`config.mk`:
```
export PLATFORM = sky130hd
export DESIGN_NAME = guess_entry
export DESIGN_NICKNAME = d
export VERILOG_FILES = /design/src/rtl/guess_entry.sv
export SDC_FILE = /design/constraint.sdc
export NUM_CORES = 1
export LEC_CHECK = 0
export ABC_AREA = 1
export BUFFER_PORTS_ARGS = -buffer_cell sky130_fd_sc_hd__buf_4
export CORE_AREA = 2 2 90 92
export DETAILED_ROUTE_END_ITERATION = 10
export DIE_AREA = 0 0 92 94
export PLACE_DENSITY = 0.69
export SYNTH_ARGS = -nofsm -noshare
export SYNTH_HDL_FRONTEND = slang
export SYNTH_SLANG_ARGS = --single-unit
```
`constraint.sdc`:
```
create_clock -name clk -period 2.3 [get_ports clk]
set_input_delay 0.115 -clock clk [delete_from_list [all_inputs] [get_ports clk]]
set_output_delay 0.115 -clock clk [all_outputs]
set_load 0.03 [all_outputs]
```
`src/rtl/guess_entry.sv`:
```
// Keystroke accumulator and round controller for the word game: builds a 6-letter guess,
// submits it to the comparator, counts attempts and declares win/lose. Optional: GUESS_ENTRY_HARD_MODE_EN.
module guess_entry #(
    parameter int unsigned MAX_GUESSES = 6,
    parameter logic [7:0]  BLANK       = 8'h20
) (
    input  logic        clk,
    input  logic        rst_n,
    input  logic        key_valid,
    input  logic [4:0]  key_code,
    input  logic        key_bksp,
    input  logic        key_enter,
    input  logic        restart,
    input  logic [5:0]  in_place,
    output logic [47:0] guessed,
    output logic        guess_strobe,
    output logic [2:0]  pos,
    output logic [2:0]  attempts,
    output logic        reject,
    output logic        win,
    output logic        lose
);

    typedef enum logic [1:0] {
        ST_ENTRY,
        ST_SUBMIT,
        ST_WIN,
        ST_LOSE
    } state_t;

    localparam logic [2:0] MAX_ATT = 3'(MAX_GUESSES);

    state_t     state_q, state_d;
    logic [7:0] slot_q [6];
    logic [7:0] slot_d [6];
    logic [2:0] pos_q, pos_d;
    logic [2:0] attempts_q, attempts_d;
    logic       reject_q, reject_d;
    logic       hard_ok;
    logic [2:0] attempts_inc;

    assign attempts_inc = 3'(attempts_q + 3'd1);

`ifdef GUESS_ENTRY_HARD_MODE_EN
    // Letters confirmed green on the previous submit must be kept in place.
    logic [5:0] hard_place_q, hard_place_d;
    logic [7:0] hard_slot_q [6];
    logic [7:0] hard_slot_d [6];
    logic [5:0] slot_ok;

    for (genvar gi = 0; gi < 6; gi++) begin : g_hard
        assign slot_ok[gi] = !hard_place_q[5-gi] || (hard_slot_q[gi] == slot_q[gi]);
    end
    assign hard_ok = &slot_ok;
`else
    assign hard_ok = 1'b1;
`endif

    always_comb begin
        state_d    = state_q;
        pos_d      = pos_q;
        attempts_d = attempts_q;
        reject_d   = 1'b0;
        for (int i = 0; i < 6; i++) begin
            slot_d[i] = slot_q[i];
        end
`ifdef GUESS_ENTRY_HARD_MODE_EN
        hard_place_d = hard_place_q;
        for (int i = 0; i < 6; i++) begin
            hard_slot_d[i] = hard_slot_q[i];
        end
`endif

        if (restart) begin
            state_d    = ST_ENTRY;
            pos_d      = 3'd0;
            attempts_d = 3'd0;
            for (int i = 0; i < 6; i++) begin
                slot_d[i] = BLANK;
            end
`ifdef GUESS_ENTRY_HARD_MODE_EN
            hard_place_d = 6'd0;
            for (int i = 0; i < 6; i++) begin
                hard_slot_d[i] = BLANK;
            end
`endif
        end else begin
            case (state_q)
                ST_ENTRY: begin
                    if (key_enter) begin
                        if (pos_q == 3'd6 && hard_ok) begin
                            state_d = ST_SUBMIT;
                        end else begin
                            reject_d = 1'b1;
                        end
                    end else if (key_bksp) begin
                        if (pos_q != 3'd0) begin
                            pos_d = 3'(pos_q - 3'd1);
                            for (int i = 0; i < 6; i++) begin
                                if (pos_q == 3'(i + 1)) slot_d[i] = BLANK;
                            end
                        end else begin
                            reject_d = 1'b1;
                        end
                    end else if (key_valid) begin
                        if (pos_q < 3'd6 && key_code <= 5'd25) begin
                            pos_d = 3'(pos_q + 3'd1);
                            for (int i = 0; i < 6; i++) begin
                                if (pos_q == 3'(i)) slot_d[i] = 8'h61 + {3'b000, key_code};
                            end
                        end else begin
                            reject_d = 1'b1;
                        end
                    end
                end
                ST_SUBMIT: begin
                    // Keys arriving now are dropped without reject.
                    attempts_d = attempts_inc;
`ifdef GUESS_ENTRY_HARD_MODE_EN
                    hard_place_d = in_place;
                    for (int i = 0; i < 6; i++) begin
                        hard_slot_d[i] = slot_q[i];
                    end
`endif
                    if (in_place == 6'b111111) begin
                        state_d = ST_WIN;
                    end else if (attempts_inc == MAX_ATT) begin
                        state_d = ST_LOSE;
                    end else begin
                        state_d = ST_ENTRY;
                        pos_d   = 3'd0;
                        for (int i = 0; i < 6; i++) begin
                            slot_d[i] = BLANK;
                        end
                    end
                end
                default: begin
                    reject_d = key_valid | key_bksp | key_enter;
                end
            endcase
        end
    end

    always_ff @(posedge clk or negedge rst_n) begin
        if (!rst_n) begin
            state_q    <= ST_ENTRY;
            pos_q      <= 3'd0;
            attempts_q <= 3'd0;
            reject_q   <= 1'b0;
            for (int i = 0; i < 6; i++) begin
                slot_q[i] <= BLANK;
            end
`ifdef GUESS_ENTRY_HARD_MODE_EN
            hard_place_q <= 6'd0;
            for (int i = 0; i < 6; i++) begin
                hard_slot_q[i] <= BLANK;
            end
`endif
        end else begin
            state_q    <= state_d;
            pos_q      <= pos_d;
            attempts_q <= attempts_d;
            reject_q   <= reject_d;
            for (int i = 0; i < 6; i++) begin
                slot_q[i] <= slot_d[i];
            end
`ifdef GUESS_ENTRY_HARD_MODE_EN
            hard_place_q <= hard_place_d;
            for (int i = 0; i < 6; i++) begin
                hard_slot_q[i] <= hard_slot_d[i];
            end
`endif
        end
    end

    for (genvar gi = 0; gi < 6; gi++) begin : g_pack
        assign guessed[47-8*gi -: 8] = slot_q[gi];
    end

    assign guess_strobe = (state_q == ST_SUBMIT);
    assign pos          = pos_q;
    assign attempts     = attempts_q;
    assign reject       = reject_q;
    assign win          = (state_q == ST_WIN);
    assign lose         = (state_q == ST_LOSE);

endmodule

```
==> load_flow_metrics.sql, run 1 <==
INSERT INTO impl_metrics (metric_group, metric, value, unit) VALUES
('route', 'initialDrtViolationCount', '134', ''),
('route', 'post-route-drc-count', '0', ''),
('global_route', 'first_global_vias', '2380', ''),
('floorplanning', 'floorplan.die.height', '94', 'µm'),
('cts', 'cts_max_path_buffers', '2', ''),
('floorplanning', 'io_pins', '75', ''),
('timing', 'maxSlewHeadroom', '52.3', '%'),
('worst_setup_path', 'critPathTopFamily', 'simple AND/OR/NAND/NOR gates', ''),
('global_route', 'first_pass_grt_wire_length', '11300', 'µm'),
('route', 'vias_per_cell', '4.75', ''),
('route', 'vias', '2550', ''),
('worst_setup_path', 'timing.critical_path.cells', 'inv_1 > ha_1 > inv_1 > nor2_1 > nand3_1 > nand3_2 > nor2_8 > nand3_4 > nand2_1 > nand2_1', ''),
('cells_and_area', 'antenna-diode-count', '0', ''),
('cts', 'cts_root_buffer', 'clkbuf_8', ''),
('cts', 'numClockSinks', '57', ''),
('run', 'cap_violations', '0', ''),
('run_status', 'outcome', 'completed', ''),
('yosys', 'syn-num-nets', '379', ''),
('timing', 'layout_min_cycle_time', '2.09', 'ns'),
('worst_setup_path', 'crit_path_max_fanout', '36', ''),
('worst_setup_path', 'crit_path_end_kind', 'flip-flop', ''),
('floorplanning', 'fp.dieW', '92', 'µm'),
('floorplanning', 'rows', '32', ''),
('worst_setup_path', 'critical_path.slowest_cell', 'nor2_8', ''),
('yosys', 'synthTopCellsByArea', 'dfrtp_1, nand2_1, nand4_1, dfstp_2, ha_1', ''),
('placed_design', 'dp.cells', '520', ''),
('power_and_ir_drop', 'vdd_ir_drop_max', '0.452', 'mV'),
('floorplanning', 'coreArea', '7610', 'µm²'),
('cts', 'clock_tree_from_tritoncts', 'built', ''),
('cells_and_area', 'layout.cells.non_filler', '537', ''),
('timing', 'finalClockSkew', '0.00776', 'ns'),
('yosys', 'synth_seq_cells', '57', ''),
('power_and_ir_drop', 'p_per_area', '1040', 'nW/µm²'),
('timing', 'final-max-slew-violation-count', '0', ''),
('timing', 'setup_viol_count_final', '0', ''),
('worst_setup_path', 'timing.critical_path.buf_inv', '2', ''),
('cells_and_area', 'fin_nets', '457', ''),
('cts', 'clock_insertion_delay_worst_skew', '0.34', 'ns'),
('timing', 'fmaxAchievable', '0.479', 'GHz'),
('yosys', 'post_synth_instance_area', '2980', 'µm²'),
('global_route', 'antenna_violations_before_repair', '0', ''),
('worst_setup_path', 'start_kind', 'flip-flop', ''),
('global_route', 'maximum_number_of_pins_on_one_net_before_global_route_repair', '58', ''),
('worst_setup_path', 'worst_ep_arrival_time', '2.32', 'ns'),
('route', 'detail_route.wirelength', '6940', 'µm'),
('power_and_ir_drop', 'sw_frac_of_total', '39.4', '%'),
('floorplanning', 'die_area', '8650', 'µm²'),
('placed_design', 'globalplace.congestion', '0.871', ''),
('timing', 'timing_hold_violations_final', '0', ''),
('power_and_ir_drop', 'seq_power_share', '33.1', '%'),
('placed_design', 'dp_hpwl', '5030', 'µm'),
('power_and_ir_drop', 'leak_pwr', '2.18', 'nW'),
('power_and_ir_drop', 'clock_power_share', '28.8', '%'),
('timing', 'worst_pin_slew', '0.715', 'ns'),
('cells_and_area', 'layout-drive-gt1-share', '28.7', '%'),
('timing', 'share_of_the_clock_period_used_by_the_worst_path_after_layout', '90.7', '%'),
('power_and_ir_drop', 'power.switching', '0.00158', 'W'),
('yosys', 'synth.lib_cells_used.distinct', '29', ''),
('cts', 'number_of_cts_inserted_buffers', '9', ''),
('yosys', 'synthesis.yosys.warnings', '0', ''),
('floorplanning', 'initial_utilization', '39.2', '%'),
('route', 'detail-route-antenna-nets', '0', ''),
('worst_setup_path', 'cp_data_required_time', '2.53', 'ns'),
('timing', 'tns', '0', 'ns'),
('power_and_ir_drop', 'power.internal', '0.00243', 'W'),
('route', 'dr.pass1.iters', '4', ''),
('cells_and_area', 'flow.area_growth_from_synthesis', '28.6', '%'),
('route', 'avgRoutedWirePerCell', '12.9', 'µm'),
('worst_setup_path', 'kind_of_critical_path', 'flip-flop to flip-flop', ''),
('worst_setup_path', 'cp_slowest_stage_delay', '0.47', 'ns'),
('placed_design', 'numPortBuffers', '74', '');
[placed cells by master, fill, tap and decap left out, types with 2 or more instances in the layout]
cell / count
nand2_1: 134
buf_4: 74
dfrtp_1: 51
nand4_1: 37
inv_1: 33
nor2_1: 13
inv_2: 10
ha_1: 10
clkbuf_8: 10
nand3_1: 8
o21ai_1: 7
dfstp_2: 6
nand3_4: 5
nor2_2: 4
nand3_2: 4
o21ai_0: 4
nand2_2: 3
xor2_1: 3
bufinv_16: 3
o22ai_1: 2
[registers in the layout (all words and copies together) (netlist names)]
signal    count
pos           3
guessed      48
reject        1
state_q       2
attempts      3
[synth_stat cells, drive strengths merged]
cell type / count
a21oi: 1
a31oi: 1
buf: 8
dfrtp: 51
dfstp: 6
ha: 10
inv: 43
nand2: 138
nand3: 17
nand4: 37
nor2: 19
nor3: 1
o211ai: 1
o21a: 1
o21ai: 11
o22ai: 2
or2: 1
xnor2: 1
xor2: 3
[routing by layer]
metal  vias to the layer above  track usage [%]  routed length (µm)
met2                        69             28.4                3350
met1                      1175             20.6                3110
li1                       1297                -                   -
met4                         0             5.97                  80
met3                         9             4.49                 392
met5                         -                0                   0
[per-stage QoR]
stage	utilization (%)	setup WS [ns]	hold slack [ns]	power [W]	area (µm²)
after global placement	47.1	0.259	0.209	0.00285	3580
after floorplan	-	0.446	-0.181	0.00240	2980
after global routing	50.4	0.0204	0.0762	0.00424	3830
after detailed placement	47.1	0.222	0.220	0.00288	3580
after CTS	50.4	0.205	0.0581	0.00404	3830
final	50.4	0.214	0.0632	0.00400	3830
[worst register-to-register path, cell delays in order, from the launching register on]
cell     delay [ns]
dfrtp_1        0.43
inv_1          0.12
ha_1           0.23
inv_1          0.06
nor2_1         0.05
nand3_1        0.12
nand3_2        0.12
nor2_8         0.47
nand3_4        0.22
nand2_1        0.12
nand2_1        0.05
[kinds of logic (layout without fill, tap and decap cells)]
logic type               after synthesis  after routing  share of synthesized area, %
XOR/XNOR                               4              4                          1.18
buffers and inverters                 51            134                          8.23
AND/OR/NAND/NOR                      213            213                          35.2
flip-flops                            57             57                          48.1
AO/OA/AOI/OAI                         17             17                          3.15
adder cells (fa/ha/maj)               10             10                          4.20
[area by class of cell]
type | instances | area, µm²
flip-flops and latches | 57 | 1430
clock inverters | 5 | 103
inverters | 43 | 161
fillers | 766 | 3770
well taps | 102 | 128
clock buffers | 11 | 141
repair buffers | 75 | 566
multi-input cells | 244 | 1300
[power groups by stage]
stage | clock [W] | sequential [W] | combinational, W
after floorplan | 0 | 0.00164 | 0.000762
after global placement | 0 | 0.00134 | 0.00151
after detailed placement | 0 | 0.00134 | 0.00154
after CTS | 0.00117 | 0.00132 | 0.00155
after global routing | 0.00121 | 0.00134 | 0.00168
final | 0.00115 | 0.00132 | 0.00153
[worst paths after layout]
path	startpoint	end	slack [ns]	cells after the start
setup reg to reg	pos[0]$_DFFE_PN0P_	guessed[32]$_DFFE_PN0P_	0.21	10
hold / removal	key_enter	reject$_DFF_PN0_	0.06	3
min in group asynchronous	rst_n	guessed[23]$_DFFE_PN0P_	0.38	2
max in group asynchronous	rst_n	pos[2]$_DFFE_PN0P_	1.45	2
setup / recovery	pos[0]$_DFFE_PN0P_	guessed[32]$_DFFE_PN0P_	0.21	10
hold reg to reg	guessed[29]$_DFFE_PN1P_	guessed[29]$_DFFE_PN1P_	0.45	2
[timing repair]
item | 4_1_cts | 5_1_grt
hold endpoints to repair | 51 | 0
setup buffers | 0 | 0
resized for setup | 0 | 0
hold buffers | 1 | 0
(Power assumes the default switching activity.)
==> inputs of run 2 (changes only) <==
==> constraint.sdc (replaced) <==
create_clock -name clk -period 2.3 [get_ports clk]
set_input_delay 0 -clock clk [delete_from_list [all_inputs] [get_ports clk]]
set_output_delay 0 -clock clk [all_outputs]
set_load 0.03 [all_outputs]
==> load_flow_metrics.sql, run 2 (synthesis gave the netlist of run 1 again) <==
INSERT INTO impl_metrics (metric_group, metric, value, unit) VALUES
('worst_setup_path', 'kind_of_critical_path', 'flip-flop to flip-flop', ''),
('cts', 'holdBufCountCts', '3', ''),
('run_status', 'outcome', 'completed', ''),
('placed_design', 'dp_hpwl', '5030', 'µm'),
('power_and_ir_drop', 'vdd_ir_drop_max', '0.452', 'mV'),
('worst_setup_path', 'cp_slowest_stage_delay', '0.47', 'ns'),
('timing', 'grt_setup_unrepaired', 'no', ''),
('worst_setup_path', 'timing.critical_path.cells', 'inv_1 > ha_1 > inv_1 > nor2_1 > nand3_1 > nand3_2 > nor2_8 > nand3_4 > nand2_1 > nand2_1', ''),
('global_route', 'maximum_number_of_pins_on_one_net_before_global_route_repair', '58', ''),
('placed_design', 'globalplace.congestion', '0.871', ''),
('timing', 'tns', '0', 'ns'),
('worst_setup_path', 'critPathTopFamily', 'simple AND/OR/NAND/NOR gates', ''),
('floorplanning', 'fp.dieW', '92', 'µm'),
('power_and_ir_drop', 'clock_power_share', '28.8', '%'),
('global_route', 'first_global_vias', '2389', ''),
('cells_and_area', 'fin_nets', '459', ''),
('route', 'vias_per_cell', '4.75', ''),
('global_route', 'grt_use_total', '16.8', '%'),
('worst_setup_path', 'start_kind', 'flip-flop', ''),
('power_and_ir_drop', 'sw_frac_of_total', '39.4', '%'),
('worst_setup_path', 'cp_data_required_time', '2.54', 'ns'),
('cts', 'clock_tree_from_tritoncts', 'built', ''),
('worst_setup_path', 'timing.critical_path.buf_inv', '2', ''),
('cells_and_area', 'layout-drive-gt1-share', '28.6', '%'),
('route', 'initialDrtViolationCount', '114', ''),
('timing', 'timing_hold_violations_final', '0', ''),
('timing', 'share_of_the_clock_period_used_by_the_worst_path_after_layout', '90.7', '%'),
('floorplanning', 'io_pins', '75', ''),
('worst_setup_path', 'crit_path_max_fanout', '36', ''),
('cts', 'cts.htree.levels', '3', ''),
('placed_design', 'pre_cts_ws', '0.222', 'ns'),
('timing', 'setup_viol_count_final', '0', ''),
('cts', 'numClockSinks', '57', ''),
('cells_and_area', 'mostFrequentLayoutCells', 'nand2_1, buf_4, dfrtp_1', ''),
('placed_design', 'numPortBuffers', '74', ''),
('timing', 'worst_pin_slew', '0.718', 'ns'),
('placed_design', 'dp.cells', '520', ''),
('timing', 'finalClockSkew', '0.00894', 'ns'),
('route', 'avgRoutedWirePerCell', '12.9', 'µm'),
('timing', 'layout_min_cycle_time', '2.09', 'ns'),
('cts', 'worst_setup_hold_path_clk_slew', '0.07', 'ns'),
('cells_and_area', 'layout.cells.non_filler', '539', ''),
('worst_setup_path', 'worst_ep_arrival_time', '2.32', 'ns'),
('global_route', 'globalRouteOverflowTotal', '0', ''),
('route', 'detail_route.wirelength', '6930', 'µm'),
('cells_and_area', 'largest_register_ff_count', '48', ''),
('cts', 'clock_insertion_delay_worst_skew', '0.35', 'ns'),
('route', 'detail-route-antenna-nets', '0', ''),
('power_and_ir_drop', 'power.internal', '0.00243', 'W'),
('route', 'post-route-drc-count', '0', ''),
('cts', 'cts_resized', '0', ''),
('worst_setup_path', 'crit_path_end_kind', 'flip-flop', ''),
('cells_and_area', 'flow.area_growth_from_synthesis', '29.3', '%'),
('cts', 'cts_root_buffer', 'clkbuf_8', ''),
('cells_and_area', 'layout.cells.most_common', 'nand2_1', ''),
('timing', 'setup_ws', '0.213', 'ns'),
('cells_and_area', 'post-route-util', '50.7', '%'),
('floorplanning', 'initial_utilization', '39.2', '%'),
('global_route', 'first_pass_grt_wire_length', '11300', 'µm'),
('power_and_ir_drop', 'leak_pwr', '2.19', 'nW'),
('power_and_ir_drop', 'power.total', '0.00401', 'W'),
('run', 'cap_violations', '0', ''),
('route', 'vias', '2561', ''),
('cts', 'post-cts-setup-buffer-count', '0', ''),
('power_and_ir_drop', 'combinationalPowerShare', '38.2', '%'),
('global_route', 'antenna_violations_before_repair', '0', ''),
('floorplanning', 'coreArea', '7610', 'µm²'),
('power_and_ir_drop', 'power.switching', '0.00158', 'W'),
('worst_setup_path', 'critical_path.slowest_cell', 'nor2_8', ''),
('cts', 'number_of_cts_inserted_buffers', '9', ''),
('timing', 'maxSlewHeadroom', '52.1', '%'),
('floorplanning', 'rows', '32', ''),
('power_and_ir_drop', 'p_per_area', '1040', 'nW/µm²'),
('floorplanning', 'floorplan.die.height', '94', 'µm'),
('timing', 'fmaxAchievable', '0.479', 'GHz'),
('cts', 'cts_max_path_buffers', '2', ''),
('power_and_ir_drop', 'seq_power_share', '33.0', '%'),
('timing', 'final-max-slew-violation-count', '0', ''),
('floorplanning', 'die_area', '8650', 'µm²'),
('hold_path', 'timing.hold.worst.class', 'input port to flip-flop', ''),
('cells_and_area', 'antenna-diode-count', '0', ''),
('route', 'dr.pass1.iters', '4', '');
[run 2: changes by cell type in the layout (fill, tap and decap cells not counted)]
cell and delta:
dlygate4sd3_1 +2
[run 2: final timing paths]
| check | slack, ns | start | cells after the start | to |
|---|---|---|---|---|
| hold reg to reg | 0.45 | guessed[45]$_DFFE_PN1P_ | 2 | guessed[45]$_DFFE_PN1P_ |
| setup / recovery | 0.21 | pos[0]$_DFFE_PN0P_ | 10 | guessed[32]$_DFFE_PN0P_ |
| min in group asynchronous | 0.26 | rst_n | 2 | guessed[23]$_DFFE_PN0P_ |
| hold / removal | 0.02 | key_bksp | 4 | pos[1]$_DFFE_PN0P_ |
| setup reg to reg | 0.21 | pos[0]$_DFFE_PN0P_ | 10 | guessed[32]$_DFFE_PN0P_ |
| max in group asynchronous | 1.56 | rst_n | 2 | pos[2]$_DFFE_PN0P_ |
[run 2: final cells by class]
type / count / area, µm²
flip-flops and latches: 57 / 1430
clock buffers: 11 / 141
clock inverters: 5 / 103
well taps: 102 / 128
inverters: 43 / 161
fillers: 764 / 3750
multi-input cells: 244 / 1300
repair buffers: 77 / 586
[run 2: worst min-delay path: cells and delay by family]
kind            cells  cell delay, ns
buf+inv             1            0.13
xor+xnor            1            0.07
simple gates        1            0.06
compound gates      1            0.06
[run 2: power by group through the flow]
stage | clock, W | combinational (W) | sequential, W
floorplan | 0 | 0.000762 | 0.00164
global route | 0.00121 | 0.00168 | 0.00134
global placement | 0 | 0.00151 | 0.00134
finish | 0.00115 | 0.00153 | 0.00132
CTS | 0.00117 | 0.00155 | 0.00132
detailed placement | 0 | 0.00154 | 0.00134
[run 2: metrics by stage]
stage	cell area, µm²	hold slack (ns)
final	3850	0.0191
after global routing	3850	0.0306
after CTS	3850	0.0174
after detailed placement	3580	0.105
after global placement	3580	0.0941
after floorplan	2980	-0.296
[run 2: metal layers]
metal | up-vias | global-route usage, % | routed length [µm]
li1 | 1303 | - | -
met1 | 1180 | 20.6 | 3090
met2 | 67 | 28.5 | 3340
met3 | 11 | 4.41 | 399
met4 | 0 | 5.97 | 102
met5 | - | 0 | 0
==> inputs of run 3 (changes only) <==
- clock period: 2.3 -> 2.38 ns (I/O delays scaled with it)
==> load_flow_metrics.sql, run 3 (synthesis gave the netlist of run 1 again) <==
INSERT INTO impl_metrics (metric_group, metric, value, unit) VALUES
('run_status', 'outcome', 'completed', ''),
('timing', 'timing_hold_violations_final', '0', ''),
('hold_path', 'timing.hold.worst.class', 'input port to flip-flop', ''),
('cts', 'cts_max_path_buffers', '2', ''),
('timing', 'fmaxAchievable', '0.475', 'GHz'),
('cells_and_area', 'layout.cells.non_filler', '539', ''),
('floorplanning', 'fp.dieW', '92', 'µm'),
('worst_setup_path', 'timing.critical_path.cells', 'inv_1 > ha_1 > inv_1 > nor2_1 > nand3_1 > nand3_2 > nor2_8 > nand3_4 > nand2_1 > nand2_1', ''),
('global_route', 'grt_use_total', '17.3', '%'),
('cts', 'cts.htree.levels', '3', ''),
('floorplanning', 'initial_utilization', '39.2', '%'),
('run', 'cap_violations', '0', ''),
('cells_and_area', 'flow.area_growth_from_synthesis', '27.0', '%'),
('cells_and_area', 'antenna-diode-count', '0', ''),
('cts', 'worst_setup_hold_path_clk_slew', '0.06', 'ns'),
('timing', 'finalClockSkew', '0.0115', 'ns'),
('worst_setup_path', 'crit_path_end_kind', 'flip-flop', ''),
('global_route', 'first_pass_grt_wire_length', '11700', 'µm'),
('global_route', 'maximum_number_of_pins_on_one_net_before_global_route_repair', '58', ''),
('cells_and_area', 'layout-drive-gt1-share', '28.1', '%'),
('global_route', 'first_global_vias', '2491', ''),
('route', 'avgRoutedWirePerCell', '12.8', 'µm'),
('timing', 'layout_min_cycle_time', '2.10', 'ns'),
('cells_and_area', 'layout.cells.most_common', 'nand2_1', ''),
('power_and_ir_drop', 'combinationalPowerShare', '41.2', '%'),
('route', 'detail_route.wirelength', '6880', 'µm'),
('power_and_ir_drop', 'leak_pwr', '2.16', 'nW'),
('power_and_ir_drop', 'vdd_ir_drop_max', '0.465', 'mV'),
('power_and_ir_drop', 'power.internal', '0.00206', 'W'),
('floorplanning', 'io_pins', '75', ''),
('global_route', 'globalRouteOverflowTotal', '0', ''),
('placed_design', 'globalplace.congestion', '0.849', ''),
('cts', 'number_of_cts_inserted_buffers', '9', ''),
('cts', 'clock_tree_from_tritoncts', 'built', ''),
('cts', 'clock_insertion_delay_worst_skew', '0.35', 'ns'),
('worst_setup_path', 'kind_of_critical_path', 'flip-flop to flip-flop', ''),
('worst_setup_path', 'critical_path.slowest_cell', 'nor2_8', ''),
('worst_setup_path', 'worst_ep_arrival_time', '2.33', 'ns'),
('route', 'vias', '2535', ''),
('placed_design', 'pre_cts_ws', '0.297', 'ns'),
('worst_setup_path', 'start_kind', 'flip-flop', ''),
('cts', 'cts_root_buffer', 'clkbuf_8', ''),
('cells_and_area', 'num-fill-cells', '743', ''),
('cells_and_area', 'largest_register_ff_count', '48', ''),
('cts', 'numClockSinks', '57', ''),
('power_and_ir_drop', 'power.switching', '0.00152', 'W'),
('worst_setup_path', 'cp_slowest_stage_delay', '0.46', 'ns'),
('placed_design', 'numPortBuffers', '74', ''),
('worst_setup_path', 'crit_path_max_fanout', '36', ''),
('placed_design', 'dp_hpwl', '4970', 'µm'),
('power_and_ir_drop', 'sw_frac_of_total', '42.5', '%'),
('placed_design', 'dp.cells', '520', ''),
('timing', 'maxSlewHeadroom', '53.1', '%'),
('timing', 'final-max-slew-violation-count', '0', ''),
('timing', 'setup_viol_count_final', '0', ''),
('timing', 'worst_pin_slew', '0.703', 'ns'),
('power_and_ir_drop', 'seq_power_share', '35.8', '%'),
('cts', 'post-cts-setup-buffer-count', '0', ''),
('floorplanning', 'coreArea', '7610', 'µm²'),
('route', 'dr.pass1.iters', '4', ''),
('cells_and_area', 'mostFrequentLayoutCells', 'nand2_1, buf_4, dfrtp_1', ''),
('cts', 'cts_resized', '0', ''),
('cells_and_area', 'fin_nets', '459', ''),
('worst_setup_path', 'cp_data_required_time', '2.61', 'ns'),
('floorplanning', 'die_area', '8650', 'µm²'),
('power_and_ir_drop', 'power.total', '0.00358', 'W'),
('timing', 'grt_setup_unrepaired', 'no', ''),
('floorplanning', 'floorplan.die.height', '94', 'µm'),
('timing', 'tns', '0', 'ns'),
('global_route', 'antenna_violations_before_repair', '0', ''),
('floorplanning', 'rows', '32', ''),
('route', 'detail-route-antenna-nets', '0', ''),
('route', 'post-route-drc-count', '0', ''),
('route', 'vias_per_cell', '4.70', ''),
('timing', 'setup_ws', '0.276', 'ns'),
('power_and_ir_drop', 'p_per_area', '945', 'nW/µm²'),
('timing', 'share_of_the_clock_period_used_by_the_worst_path_after_layout', '88.4', '%'),
('route', 'initialDrtViolationCount', '156', ''),
('power_and_ir_drop', 'clock_power_share', '23.0', '%');
run 3: worst paths after layout:
| check | slack, ns | cells after the start | from | endpoint |
|---|---|---|---|---|
| worst max register to register | 0.28 | 10 | pos[0]$_DFFE_PN0P_ | guessed[3]$_DFFE_PN0P_ |
| min in group asynchronous | 0.24 | 2 | rst_n | guessed[22]$_DFFE_PN0P_ |
| worst min-delay path | 0.04 | 4 | key_bksp | pos[1]$_DFFE_PN0P_ |
| worst min register to register | 0.45 | 2 | guessed[5]$_DFFE_PN1P_ | guessed[5]$_DFFE_PN1P_ |
| max in group asynchronous | 1.65 | 2 | rst_n | state_q[0]$_DFFE_PN0P_ |
| worst max-delay path | 0.28 | 10 | pos[0]$_DFFE_PN0P_ | guessed[3]$_DFFE_PN0P_ |
run 3: through the flow:
step	utilization (%)	hold slack (ns)	instance area, µm²
after floorplan	-	-0.296	2980
after global placement	47.1	0.0944	3580
after detailed placement	47.1	0.102	3580
after CTS	49.8	0.0328	3790
after global routing	49.8	0.0642	3790
final	49.8	0.0381	3790
run 3: routing by layer:
metal	global-route usage, %	wire [µm]
met1	22.9	3230
met2	27.8	3150
met3	4.33	435
met4	5.85	57
met5	0	0
run 3: layout make-up:
class	count	area, µm²	share of cell area, %
multi-input cells	244	1300	34.4
clock buffers	14	163	4.30
flip-flops and latches	57	1430	37.9
repair buffers	77	586	15.5
well taps	102	128	3.37
clock inverters	2	12.5	0.330
inverters	43	161	4.26
run 3: critical path: cells and delay by family (launching register included):
family	cells	cell delay [ns]
flops	1	0.44
fa+ha+maj	1	0.24
buf+inv	2	0.19
simple gates	7	1.11
run 3: power groups by stage:
stage	combinational (W)	clock, W	sequential, W
after global placement	0.00146	0	0.00129
after global routing	0.00163	0.000885	0.00130
final	0.00147	0.000822	0.00128
after detailed placement	0.00148	0	0.00130
after floorplan	0.000737	0	0.00158
after CTS	0.00149	0.000837	0.00128
run 3: repair_timing:
action / in CTS / in global routing
hold buffers: 3 / 0
setup endpoints to repair: 0 / 0
hold endpoints to repair: 55 / 0
